`src/rtl/ldtid_pkg.sv`:
```
// Shared types and parameter checks for the CVA6 load TID tracker.
// Optional feature macro used by the tracker: CVA6_LDTID_OCCUPANCY_EN.
`ifndef LDTID_PKG_SV
`define LDTID_PKG_SV

// Per-entry record; widths come from the instantiating module's parameters.
`define LDTID_TYPEDEF_ENTRY(name, trans_w, meta_w) \
  typedef struct packed {                          \
    ldtid_pkg::ld_entry_state_e state;             \
    logic [(trans_w)-1:0]       trans_id;          \
    logic [(meta_w)-1:0]        meta;              \
  } name;

package ldtid_pkg;

  typedef enum logic [1:0] {
    FREE    = 2'd0,
    PENDING = 2'd1,
    KILLED  = 2'd2
  } ld_entry_state_e;

  function automatic bit ldtid_widths_ok(input int unsigned nr_entries,
                                         input int unsigned tid_w);
    return (nr_entries >= 2) && (nr_entries <= 64) &&
           ((nr_entries & (nr_entries - 1)) == 0) &&
           (tid_w >= $clog2(nr_entries));
  endfunction

endpackage

`endif

```
`src/rtl/cva6_load_tid_tracker_lzc.sv`:
```
// Common trailing-zero counter cell: index of the lowest set bit of in_i.
module lzc #(
  parameter  int unsigned WIDTH = 8,
  localparam int unsigned CNT_W = (WIDTH > 1) ? $clog2(WIDTH) : 1
) (
  input  logic [WIDTH-1:0] in_i,
  output logic [CNT_W-1:0] cnt_o,
  output logic             empty_o
);

  // NOTE: combinational outputs get a default before any conditional write, so no latch is inferred.
  always_comb begin
    cnt_o = '0;
    for (int i = WIDTH - 1; i >= 0; i--) begin
      if (in_i[i]) cnt_o = CNT_W'(i);
    end
  end

  assign empty_o = ~|in_i;

endmodule

```
`src/rtl/cva6_load_tid_tracker.sv`:
```
// Outstanding-load tracker: grants cache TIDs, matches out-of-order responses, drains killed loads.
// Define CVA6_LDTID_OCCUPANCY_EN to add the occupancy_o / high_water_o counters.
module cva6_load_tid_tracker
  import ldtid_pkg::*;
#(
  parameter int unsigned NR_ENTRIES = 8,
  parameter int unsigned TID_W      = $clog2(NR_ENTRIES),
  parameter int unsigned TRANS_ID_W = 3,
  parameter int unsigned META_W     = 8
) (
  input  logic                  clk_i,
  input  logic                  rst_ni,
  input  logic                  flush_i,
  input  logic                  alloc_valid_i,
  output logic                  alloc_ready_o,
  input  logic [TRANS_ID_W-1:0] alloc_trans_id_i,
  input  logic [META_W-1:0]     alloc_meta_i,
  output logic [TID_W-1:0]      alloc_tid_o,
  input  logic                  kill_valid_i,
  input  logic [TID_W-1:0]      kill_tid_i,
  input  logic                  rsp_valid_i,
  input  logic [TID_W-1:0]      rsp_tid_i,
  output logic                  done_valid_o,
  output logic [TRANS_ID_W-1:0] done_trans_id_o,
  output logic [META_W-1:0]     done_meta_o,
  output logic                  empty_o,
  output logic                  rsp_err_o
`ifdef CVA6_LDTID_OCCUPANCY_EN
  ,
  output logic [$clog2(NR_ENTRIES+1)-1:0] occupancy_o,
  output logic [$clog2(NR_ENTRIES+1)-1:0] high_water_o
`endif
);

  localparam int unsigned IDX_W = $clog2(NR_ENTRIES);

  if (!ldtid_widths_ok(NR_ENTRIES, TID_W)) begin : g_bad_params
    $error("cva6_load_tid_tracker: NR_ENTRIES must be a power of two in 2..64 and TID_W >= log2");
  end

  `LDTID_TYPEDEF_ENTRY(entry_t, TRANS_ID_W, META_W)

  entry_t                entries_q [NR_ENTRIES];
  entry_t                entries_d [NR_ENTRIES];
  logic                  done_valid_q, done_valid_d;
  logic [TRANS_ID_W-1:0] done_trans_id_q, done_trans_id_d;
  logic [META_W-1:0]     done_meta_q, done_meta_d;
  logic                  rsp_err_q, rsp_err_d;

  logic [NR_ENTRIES-1:0] free_vec;
  logic [IDX_W-1:0]      alloc_idx;
  logic                  none_free;
  logic                  alloc_fire;
  logic                  free_evt;

  always_comb begin
    for (int i = 0; i < NR_ENTRIES; i++) free_vec[i] = (entries_q[i].state == FREE);
  end

  lzc #(.WIDTH(NR_ENTRIES)) i_free_pick (
    .in_i    (free_vec),
    .cnt_o   (alloc_idx),
    .empty_o (none_free)
  );

  assign alloc_ready_o = !none_free && !flush_i;
  assign alloc_tid_o   = TID_W'(alloc_idx);
  assign alloc_fire    = alloc_valid_i && alloc_ready_o;
  assign empty_o       = &free_vec;

  // TIDs wider than the index space can name entries that do not exist.
  logic             rsp_in_range, kill_in_range;
  logic [IDX_W-1:0] rsp_idx, kill_idx;
  assign rsp_in_range  = 32'(rsp_tid_i) < NR_ENTRIES;
  assign kill_in_range = 32'(kill_tid_i) < NR_ENTRIES;
  assign rsp_idx       = rsp_tid_i[IDX_W-1:0];
  assign kill_idx      = kill_tid_i[IDX_W-1:0];

  always_comb begin
    logic rsp_hit, kill_hit, alloc_hit;
    entries_d       = entries_q;
    done_valid_d    = 1'b0;
    done_trans_id_d = done_trans_id_q;
    done_meta_d     = done_meta_q;
    rsp_err_d       = rsp_valid_i && !rsp_in_range;
    free_evt        = 1'b0;
    for (int i = 0; i < NR_ENTRIES; i++) begin
      rsp_hit   = rsp_valid_i && rsp_in_range && (rsp_idx == IDX_W'(i));
      kill_hit  = flush_i || (kill_valid_i && kill_in_range && (kill_idx == IDX_W'(i)));
      alloc_hit = alloc_fire && (alloc_idx == IDX_W'(i));
      case (entries_q[i].state)
        FREE: begin
          if (rsp_hit) rsp_err_d = 1'b1;
          if (alloc_hit) entries_d[i] = '{state: PENDING, trans_id: alloc_trans_id_i, meta: alloc_meta_i};
        end
        PENDING: begin
          if (rsp_hit) begin
            entries_d[i].state = FREE;
            free_evt           = 1'b1;
            // A kill arriving with the response frees the entry but hides the result.
            if (!kill_hit) begin
              done_valid_d    = 1'b1;
              done_trans_id_d = entries_q[i].trans_id;
              done_meta_d     = entries_q[i].meta;
            end
          end else if (kill_hit) begin
            entries_d[i].state = KILLED;
          end
        end
        KILLED: begin
          if (rsp_hit) begin
            entries_d[i].state = FREE;
            free_evt           = 1'b1;
          end
        end
        default: entries_d[i].state = FREE;
      endcase
    end
  end

  // NOTE: sequential state uses non-blocking assignments only; the payload fields are reset too,
  // so a stale trans_id can never leak out after a mid-operation reset.
  always_ff @(posedge clk_i or negedge rst_ni) begin
    if (!rst_ni) begin
      for (int i = 0; i < NR_ENTRIES; i++) entries_q[i] <= '{state: FREE, trans_id: '0, meta: '0};
      done_valid_q    <= 1'b0;
      done_trans_id_q <= '0;
      done_meta_q     <= '0;
      rsp_err_q       <= 1'b0;
    end else begin
      entries_q       <= entries_d;
      done_valid_q    <= done_valid_d;
      done_trans_id_q <= done_trans_id_d;
      done_meta_q     <= done_meta_d;
      rsp_err_q       <= rsp_err_d;
    end
  end

  assign done_valid_o    = done_valid_q;
  assign done_trans_id_o = done_trans_id_q;
  assign done_meta_o     = done_meta_q;
  assign rsp_err_o       = rsp_err_q;

`ifdef CVA6_LDTID_OCCUPANCY_EN
  localparam int unsigned OCC_W = $clog2(NR_ENTRIES + 1);

  logic [OCC_W-1:0] occupancy_q, occupancy_d;
  logic [OCC_W-1:0] high_water_q, high_water_d;

  always_comb begin
    occupancy_d  = occupancy_q + OCC_W'(alloc_fire) - OCC_W'(free_evt);
    high_water_d = (occupancy_d > high_water_q) ? occupancy_d : high_water_q;
  end

  always_ff @(posedge clk_i or negedge rst_ni) begin
    if (!rst_ni) begin
      occupancy_q  <= '0;
      high_water_q <= '0;
    end else begin
      occupancy_q  <= occupancy_d;
      high_water_q <= high_water_d;
    end
  end

  assign occupancy_o  = occupancy_q;
  assign high_water_o = high_water_q;
`endif

endmodule

```
`config.mk`:
```
export PLATFORM = sky130hd
export DESIGN_NAME = cva6_load_tid_tracker
export DESIGN_NICKNAME = d
export VERILOG_FILES = /design/src/rtl/ldtid_pkg.sv /design/src/rtl/cva6_load_tid_tracker_lzc.sv /design/src/rtl/cva6_load_tid_tracker.sv
export SDC_FILE = /design/constraint.sdc
export NUM_CORES = 1
export LEC_CHECK = 0
export ABC_AREA = 1
export ABC_CLOCK_PERIOD_IN_PS = 4000
export CORE_ASPECT_RATIO = 0.5
export CORE_MARGIN = 2
export CORE_UTILIZATION = 25
export CTS_CLUSTER_SIZE = 24
export DETAILED_ROUTE_END_ITERATION = 10
export GPL_ROUTABILITY_DRIVEN = 0
export SYNTH_ARGS = -nofsm -noshare
export SYNTH_HDL_FRONTEND = slang
export SYNTH_SLANG_ARGS = --single-unit
export TNS_END_PERCENT = 30
```
`constraint.sdc`:
```
create_clock -name clk_i -period 4 [get_ports clk_i]
set_clock_uncertainty 0.2 [all_clocks]
set_input_delay 0.6 -clock clk_i [delete_from_list [all_inputs] [get_ports clk_i]]
set_output_delay 0.6 -clock clk_i [all_outputs]
set_load 0.05 [all_outputs]
```
* Word-level counts from Yosys, hierarchy flattened
Index checks and enable logic that the tools add are counted.
Storage, ports and cells: register bits after elaboration 117, input bits 23, output and inout bits 18, word-level logic and storage cells 289
Operators by class: equality and inequality tests 61, muxes and demuxes 136, reductions and logical operators 64
Operator list (number):
- $mux 8 | 24
- $mux 13 | 8
- $mux 3 | 32
- $mux 2 | 24
- $pmux 2 s3 | 8
- $mux 1 | 40
- $eq 3x3->1 const B | 12
- $logic_and 1x1->1 | 26
- $ne 3x3->1 const B | 8
- $reduce_and 3->1 | 8
- $eq 3x2->1 const B | 6
- $eq 2x1->1 const B | 8
- $eq 2x2->1 const B | 8
- $logic_not 2->1 | 8
- $ne 2x1->1 const B | 8
- $ne 2x2->1 const B | 8
- $reduce_and 2->1 | 8
- $eq 3x1->1 const B | 3
- $logic_not 3->1 | 3
- $logic_or 1x1->1 | 8
- $reduce_and 8->1 | 1
- $reduce_or 8->1 | 1
- $logic_not 1->1 | 1

* Longest topological paths before layout
Gate-level depths: netlist of the first run.
depth in word-level cells 27, gate-level depth with buffers 14, mapped depth without buffers 13

* Hierarchy
Synthesis of the first run repeated with hierarchy kept, for this count alone.
Unflattened totals: cells, all modules 729, area, all modules 5746.8 µm²
Modules (own cells, without submodules):
- cva6_load_tid_tracker | instances 1, cells an instance 708, area an instance 5645.4 µm², sequential area each 2927.8 µm²
- lzc | instances 1, cells an instance 21, area an instance 101.3 µm², sequential area each 0.0 µm²

* Worst setup path after synthesis of the first run
OpenSTA, ideal clock, no wires.
path kind reg-to-output, from reg entries_q[102] (netlist bit), to out empty_o, arrival 2.162 ns, data required time 3.200 ns, path slack 1.038 ns, stages on the path, launching flop included 4, path buffers 0, path through dfrtp_1 nor2_4 nand4_1 nor4_1
Between the ends: cells in the longest elaborated chain, start to end 2
Ends and longest elaborated chain:
- start, declared | line cva6_load_tid_tracker.sv:43 | entry_t entries_q [NR_ENTRIES];
- start signal, assigned | line cva6_load_tid_tracker.sv:131 | entries_q <= entries_d;
- $logic_not 2->1 | line cva6_load_tid_tracker.sv:57 | for (int i = 0; i < NR_ENTRIES; i++) free_vec[i] = (entries_q[i].state == FREE);
- $reduce_and 8->1 | line cva6_load_tid_tracker.sv:69 | assign empty_o = &free_vec;
- end, declared | line cva6_load_tid_tracker.sv:26 | output logic empty_o,
Every way passes these cells.

* Final worst setup path of the first run
from reg entries_q[64] (netlist bit), to out alloc_tid_o[1]
Between the ends: cells in the longest elaborated chain, start to end 5
Ends and longest elaborated chain:
- $logic_not 2->1 | line cva6_load_tid_tracker.sv:57
- $mux 3 (4 in a row) | line cva6_load_tid_tracker_lzc.sv:15 | if (in_i[i]) cnt_o = CNT_W'(i);
- end, declared | line cva6_load_tid_tracker.sv:18 | output logic [TID_W-1:0] alloc_tid_o,
Every way passes these cells.

==> reports/metrics.yaml, run 1 <==
power.internal_mw: 2.878
syn2layout_area_growth_pct: 20.73
grt_pass1_vias: 4808
die_y_um: 113.3
coreArea_sq_um: 23130
swShare_pct: 33.28
p_switching_mw: 1.435
antenna_found_initial: 0
setup_ws_ns: 0.6978
synth_seq_area_share_pct: 49.05
power.density_nw_per_um2: 598.5
drt_iter0_drc: 467
cts_buffers: 17
hold_viol: 0
muxShareOfSynthArea_pct: 0
grt_max_degree: 55
crit_arrival_ns: 2.50
post-place-ws_ns: 1.016
final_nets: 808
synthesis.area_sq_um: 5969
drcViolationCount: 0
cts_setup_buffers: 0
clk_pin_slew_ns: 0.05
path_buf_inv: 3
comb_power_share_pct: 26.1
die_x_um: 222.5
reg2reg_slack_ns: 1.50
dp_hpwl_mm: 10.71
maxCapViolations: 0
hold_buffers: 0
ir_drop_mv: 0.2956
yosys.area.top_type: "dfrtp_1"
worstPathMaxFanout: 3
reg2reg_depth: 11
start_kind: "flip-flop"
utilization_pct: 31.16
synth-adder-area-share_pct: 0
cpPeakStageDelay_ns: 0.83
ioPinCount: 41
post_cts_resized: 0
synthCells: 746
portBuffers: 40
cts.sinks: 117
cts.htree.levels: 4
finalNonFillerCells: 1102
grt_pass1_wl_mm: 26.00
top_usage_layer: "met2"
grtUsageTotal_pct: 13.26
synth-simple-area-share_pct: 24.04
p_seq_share_pct: 38.8
synth_compound_gate_area_share_pct: 17.50
synthXorXnorAreaFrac_pct: 0
grt_util_met2_pct: 20.23
dr_total_vias: 5054
synth_top_family_by_area: "simple AND/OR/NAND/NOR gates"
ant_nets: 0
timing.rr.end: "entries_q[6]"
cp-end-kind: "output port"
grt.met3_usage_pct: 2.778
firstDrtPassIters: 6
ys_warn_count: 0
outcome: "complete, no violations"
placed_cells: 1073
yosysTopAreaCellShare_pct: 49.05
rsz0062_at_grt: "no"
yosys-top-cells-area: "dfrtp_1, nand2_1, a21oi_1"
rows: 39
cts-root-buf: "clkbuf_16"
fin_crit_sh_pct: 82.55
die_area_sq_um: 25200
clockPowerShare_pct: 35.1
relSlewSlack_pct: 42.87
leakage_nw: 3.425
slowest_stage: "clkdlybuf4s50_1"
cts_tree: "done"
start_util_pct: 25.81
slew_viol_final: 0
reg2reg_from: "entries_q[64]"
syn_nets: 769
cp.required_ns: 3.20
clockBufferDepth: 2
layout_min_cycle_time_ns: 3.302
post_drt_wl_per_cell_um: 14.37
hp-class: "input pin to asynchronous set/reset pin"
grt-ovfl-total: 0
worst_slew_pin_slew_ns: 0.8549
drive_gt1_share_pct: 13.85
tns_ns: 0
nFillCells: 2441
routed_via_density: 4.586
setup_violations: 0
max_freq_mhz: 302.8
clk_latency_ns: 0.41
ys_types: 33
met1_usage_pct: 18.52
drt-total-wl_mm: 15.84
path_cells: "nor2_1 > nor2_2 > o21a_1 > inv_1 > nand2_2 > inv_2 > clkdlybuf4s50_1"
avgSynthCellArea_sq_um: 8.002
path_class: "flip-flop to output port"
path_delay_family: "buffers and inverters"
ys_ff_latch: 117
synth_stat cells, drive strengths merged:
library cell  instances
o31ai                 3
o41ai                 1
nor3                  4
nand2               206
buf                  26
and2                  1
or4                   1
o21a                  1
a21boi                3
o22ai                 3
nor4                  2
clkbuf                7
nor2                 75
o21ai                98
dfrtp               117
inv                  89
nand4                 5
nand3                34
a21oi                70
sequential cells by signal, indices dropped and copies added, names as in the netlist:
signal / count
done_trans_id_o: 3
rsp_err_o: 1
done_valid_o: 1
entries_q: 104
done_meta_o: 8
routing by layer:
layer,wire length [um],share of wire (%)
met4,298,1.9
met3,852,5.4
met1,7697,49
met5,0,0
met2,6988,44
layout by cell type (no fill, tap or decap), drive strengths merged:
cell type / instances
nand2: 206
dfrtp: 117
o21ai: 98
inv: 89
nor2: 75
a21oi: 70
clkdlybuf4s50: 39
nand3: 34
clkbuf: 23
buf: 14
nand4: 5
nor3: 4
o22ai: 3
o31ai: 3
a21boi: 3
bufinv: 3
nor4: 2
clkinv: 2
diode: 1
o21a: 1
or4: 1
and2: 1
o41ai: 1
power groups by stage:
stage | Sequential, mW | Combinational (mW) | Clock (mW)
2_1_floorplan | 1.77 | 0.683 | 0
3_3_place_gp | 1.68 | 1.10 | 0
3_5_place_dp | 1.68 | 1.13 | 0
4_1_cts | 1.67 | 1.13 | 1.54
5_1_grt | 1.71 | 1.25 | 1.58
6_report | 1.68 | 1.12 | 1.51
final cells by class:
class | instances | area, sq um | area share, %
clock buffers | 23 | 478.0 | 6.632
flip-flops and latches | 117 | 2928 | 40.63
clock inverters | 5 | 100.1 | 1.389
repair buffers | 53 | 495.5 | 6.875
multi-input cells | 507 | 2480 | 34.41
diodes | 1 | 2.502 | 0.03472
well taps | 307 | 384.1 | 5.330
inverters | 89 | 339.1 | 4.705
kinds of logic after synthesis:
group                  after synthesis
and+or+nand+nor                    328
AOI/OAI and AO/OA                  179
buffers and inverters              122
DFF                                117
how the worst max path moves through the flow:
stage | from | to | slack [ns] | cells after the start
final | entries_q[64] | alloc_tid_o[1] | 0.70 | 7
after global routing | entries_q[64] | alloc_tid_o[1] | 0.56 | 7
after CTS | entries_q[64] | alloc_tid_o[1] | 0.65 | 7
after detailed placement | flush_i | alloc_ready_o | 1.02 | 3
after global placement | flush_i | alloc_ready_o | 1.04 | 3
after floorplan | entries_q[102] | empty_o | 1.04 | 3
stage by stage:
stage,power [mW],instance area [sq um],hold slack [ns]
2_1_floorplan,2.457,5969,0.1044
3_3_place_gp,2.782,6626,0.2644
3_5_place_dp,2.813,6626,0.2693
4_1_cts,4.341,7204,0.05416
5_1_grt,4.541,7204,0.08055
6_report,4.313,7207,0.03030
(Power assumes the default switching activity.)
==> run 2: changes to the inputs <==
--- a/config.mk
+++ b/config.mk
@@ -6,7 +6,7 @@
 export NUM_CORES = 1
 export LEC_CHECK = 0
 export ABC_AREA = 1
-export ABC_CLOCK_PERIOD_IN_PS = 4000
+export ABC_CLOCK_PERIOD_IN_PS = 2750
 export CORE_ASPECT_RATIO = 0.5
 export CORE_MARGIN = 2
 export CORE_UTILIZATION = 25
==> constraint.sdc (replaced) <==
create_clock -name clk_i -period 2.75 [get_ports clk_i]
set_clock_uncertainty 0.2 [all_clocks]
set_input_delay 0.4125 -clock clk_i [delete_from_list [all_inputs] [get_ports clk_i]]
set_output_delay 0.4125 -clock clk_i [all_outputs]
set_load 0.05 [all_outputs]
==> reports/metrics.yaml, run 2 (same netlist as run 1, synthesis figures left out) <==
outcome: "complete, no violations"
clk_pin_slew_ns: 0.06
antenna_found_initial: 0
placed_area_sq_um: 6805
p_seq_share_pct: 38.1
path_delay_family: "simple AND/OR/NAND/NOR gates"
drt-total-wl_mm: 15.44
grt-ovfl-total: 0
worstPathMaxFanout: 3
coreArea_sq_um: 23130
firstDrtPassIters: 5
final_nets: 822
rows: 39
cts_tree: "done"
cts.htree.levels: 4
layout_min_cycle_time_ns: 2.560
path_buf_inv: 3
setup_violations: 0
drt_iter0_drc: 367
setup_ws_ns: 0.1904
post_drt_wl_per_cell_um: 13.81
grt_pass1_wl_mm: 25.49
start_util_pct: 25.81
top_register: "entries_q"
max_freq_mhz: 390.7
relSlewSlack_pct: 64.32
dp_hpwl_mm: 10.73
slowest_stage: "dfrtp_1"
reg2reg_from: "entries_q[64]"
dr_total_vias: 5033
die_x_um: 222.5
ioPinCount: 41
cts-root-buf: "clkbuf_16"
path_cells: "nor2_1 > nor2_2 > o21a_1 > inv_1 > nand2_2 > inv_2 > buf_4"
ir_drop_mv: 0.5003
n_antenna_cell: 0
power.internal_mw: 4.254
comb_power_share_pct: 25.9
leakage_nw: 3.527
grt_pass1_vias: 4877
post-place-ws_ns: 0.1919
grtUsageTotal_pct: 12.90
cp-end-kind: "output port"
die_y_um: 113.3
drive_gt1_share_pct: 16.28
drcViolationCount: 0
path_class: "flip-flop to output port"
rsz0062_at_grt: "no"
syn2layout_area_growth_pct: 24.31
power.density_nw_per_um2: 860.9
cts_buffers: 17
worst_slew_pin_slew_ns: 0.5335
clk_latency_ns: 0.42
cts_setup_buffers: 0
cpPeakStageDelay_ns: 0.39
slew_viol_final: 0
crit_arrival_ns: 1.95
largest_register_ffs: 104
cp.required_ns: 2.14
startpoint: "entries_q[64]"
fin_area_sq_um: 7421
hp-class: "input pin to asynchronous set/reset pin"
maxCapViolations: 0
routed_via_density: 4.502
start_kind: "flip-flop"
portBuffers: 40
fin_crit_sh_pct: 93.08
hold_viol: 0
cts.sinks: 117
final_cell_mix: "nand2_1, dfrtp_1, inv_1, a21oi_1, nor2_1"
swShare_pct: 33.41
mostFrequentLayoutCell: "nand2_1"
ant_nets: 0
grt_max_degree: 50
clockBufferDepth: 2
die_area_sq_um: 25200
clockPowerShare_pct: 36.0
tns_ns: 0
p_switching_mw: 2.135
-- run 2: cell count changes in the layout (fill, tap and decap cells not counted), moves of 2 or more --
cell / delta
buf_12: +7
buf_4: +11
clkinvlp_4: +2
clkdlybuf4s50_1: -5
clkinv_2: +2
clkbuf_8: -2
-- run 2: power by group through the flow --
stage,Combinational (mW),Clock (mW),Sequential (mW)
after floorplan,0.999,0,2.58
after global placement,1.63,0,2.45
after detailed placement,1.66,0,2.45
after CTS,1.66,2.33,2.44
after global routing,1.84,2.40,2.49
final,1.65,2.30,2.44
-- run 2: cell type report --
class	count	area [sq um]
fillers	2416	15710
clock buffers	21	450.4
multi-input cells	507	2486
repair buffers	67	678.2
inverters	89	339.1
well taps	307	384.1
clock inverters	10	155.1
flip-flops and latches	117	2928
-- run 2: metal layers --
metal / part of all wire (%) / global-route usage [%] / vias up
met5: 0 / 0 / -
met4: 1.6 / 4.564 / 0
li1: - / - / 2511
met3: 3.7 / 3.090 / 16
met1: 50 / 17.47 / 2403
met2: 45 / 20.23 / 103
-- run 2: repair_timing --
action / 4_1_cts / 5_1_grt
hold buffers: 1 / 0
gates resized for setup: 0 / 0
setup endpoints to repair: 0 / 0
endpoints found under the hold margin: 27 / 0
-- run 2: metrics by stage --
| stage | utilization, % | hold slack, ns | instances | power (mW) |
|---|---|---|---|---|
| global placement | 29.42 | 0.1833 | 1086 | 4.073 |
| detailed placement | 29.42 | 0.1914 | 1086 | 4.111 |
| CTS | 32.08 | 0.2831 | 1118 | 6.426 |
| global route | 32.08 | 0.2970 | 1118 | 6.729 |
| finish | 32.08 | 0.2820 | 1118 | 6.389 |
| floorplan | - | -0.08309 | 746 | 3.580 |
-- run 2: final timing paths --
check	endpoint	slack, ns	cells after the start
min in group clk_i	entries_q[84]	0.28	2
worst max register to register	entries_q[13]	0.43	11
worst max-delay path	alloc_tid_o[1]	0.19	7
max in group asynchronous	entries_q[20]	1.39	3
worst min-delay path	entries_q[11]	0.28	2
worst min register to register	entries_q[84]	0.28	2
==> run 3: changes to the inputs <==
--- a/config.mk
+++ b/config.mk
@@ -10,9 +10,9 @@
 export CORE_ASPECT_RATIO = 0.5
 export CORE_MARGIN = 2
 export CORE_UTILIZATION = 25
-export CTS_CLUSTER_SIZE = 24
 export DETAILED_ROUTE_END_ITERATION = 10
 export GPL_ROUTABILITY_DRIVEN = 0
+export PLACE_DENSITY = 0.4
 export SYNTH_ARGS = -nofsm -noshare
 export SYNTH_HDL_FRONTEND = slang
 export SYNTH_SLANG_ARGS = --single-unit
==> reports/metrics.yaml, run 3 (same netlist as run 1, synthesis figures left out) <==
antenna_found_initial: 0
die_y_um: 113.3
final_nets: 826
path_depth: 7
rsz0062_at_grt: "no"
ant_nets: 0
crit_end: "alloc_tid_o[1]"
cts_tree: "done"
worstPathMaxFanout: 4
hp-class: "flip-flop to flip-flop"
timing.rr.end: "entries_q[1]"
crit_arrival_ns: 1.84
portBuffers: 40
clockBufferDepth: 2
grtUsageTotal_pct: 15.06
nFillCells: 2497
drt-total-wl_mm: 17.98
die_x_um: 222.5
ir_drop_mv: 0.4130
path_class: "flip-flop to output port"
max_freq_mhz: 407.0
worst_slew_pin_slew_ns: 0.5509
reg2reg_depth: 12
ioPinCount: 41
grt_pass1_wl_mm: 28.48
rows: 39
firstDrtPassIters: 5
layout_min_cycle_time_ns: 2.457
start_kind: "flip-flop"
coreArea_sq_um: 23130
fin_crit_sh_pct: 89.35
path_cells: "nor2_2 > nor2_1 > o21a_1 > inv_1 > nand2_2 > inv_2 > buf_4"
reg2reg_slack_ns: 0.56
cts-root-buf: "clkbuf_16"
post_cts_resized: 0
setup_violations: 0
grt_max_degree: 51
cp-end-kind: "output port"
final_cell_mix: "nand2_1, dfrtp_1, inv_1, a21oi_1, nor2_1"
grt_pass1_vias: 4741
placed_cells: 1090
post-place-ws_ns: 0.1704
cpPeakStageDelay_ns: 0.39
hold_viol: 0
slowest_stage: "dfrtp_1"
die_area_sq_um: 25200
maxCapViolations: 0
tns_ns: 0
drcViolationCount: 0
dp_hpwl_mm: 11.78
top_register: "entries_q"
cts_buffers: 17
clk_pin_slew_ns: 0.05
p_total_mw: 6.313
cts.htree.levels: 4
leakage_nw: 3.552
fin_area_sq_um: 7451
post_drt_wl_per_cell_um: 16.06
placed_area_sq_um: 6863
whs_ns: 0.2812
clk_latency_ns: 0.42
dr_total_vias: 4889
hold_path_depth: 1
cp.required_ns: 2.14
path_delay_family: "buffers and inverters"
setup_ws_ns: 0.2929
drt_iter0_drc: 409
start_util_pct: 25.81
finalNonFillerCells: 1119
drive_gt1_share_pct: 16.50
routed_via_density: 4.369
n_antenna_cell: 0
mostFrequentLayoutCell: "nand2_1"
utilization_pct: 32.21
startpoint: "entries_q[24]"
syn2layout_area_growth_pct: 24.82
relSlewSlack_pct: 63.27
grt-ovfl-total: 0
slew_viol_final: 0
outcome: "complete, no violations"
largest_register_ffs: 104
reg2reg_from: "entries_q[77]"
cts.sinks: 117
power.density_nw_per_um2: 847.3
path_buf_inv: 3
==> run 3: changes by cell type in the layout (fill, tap and decap cells not counted) <==
| cell | delta |
|---|---|
| nor2_1 | -1 |
| clkbuf_8 | +2 |
| buf_12 | +2 |
| bufinv_16 | -1 |
| clkinvlp_4 | -2 |
| clkinv_2 | -2 |
| nor2_2 | +1 |
| buf_4 | +2 |
==> run 3: area by class of cell <==
type                            instances  area [sq um]  area share, %
Sequential cell                       117          2928          39.29
Multi-Input combinational cell        507          2489          33.40
Inverter                               89         339.1          4.551
Clock inverter                          5         100.1          1.343
Tap cell                              307         384.1          5.155
Clock buffer                           23         478.0          6.415
Timing Repair Buffer                   71         733.2          9.840
==> run 3: repair_timing <==
| item | in CTS | in global routing |
|---|---|---|
| buffers inserted | 0 | 0 |
| hold buffers | 1 | 0 |
| hold endpoints to repair | 36 | 0 |
==> run 3: worst register-to-register path: stages, from the launching register on <==
cell and delay [ns]:
dfrtp_1 0.38, nor2_1 0.26, nor2_2 0.09, nand2_4 0.10, inv_2 0.04, a21oi_2 0.14, and2_4 0.20, nand2_4 0.09
nor2_4 0.14, buf_4 0.24, nand2_1 0.07, o21ai_0 0.08, inv_1 0.05
==> run 3: report_power, final <==
group	leakage, nW	switching (mW)	internal (mW)
Combinational	1.70	1.06	0.577
Clock	0.285	0.777	1.47
Sequential	1.57	0.268	2.16
==> run 3: worst min-delay path by stage <==
stage / start / to
5_1_grt: entries_q[81] / entries_q[81]
3_3_place_gp: rst_ni / entries_q[35]
6_report: entries_q[37] / entries_q[38]
3_5_place_dp: rst_ni / entries_q[35]
4_1_cts: entries_q[41] / entries_q[41]
2_1_floorplan: rst_ni / done_meta_o[0]
==> run 3: metal layers <==
metal | vias up | GRT usage (%) | share of wire [%]
met5 | - | 0 | 0
met2 | 62 | 22.38 | 42
met3 | 20 | 2.830 | 3.0
li1 | 2503 | - | -
met1 | 2304 | 22.01 | 54
met4 | 0 | 4.832 | 1.3
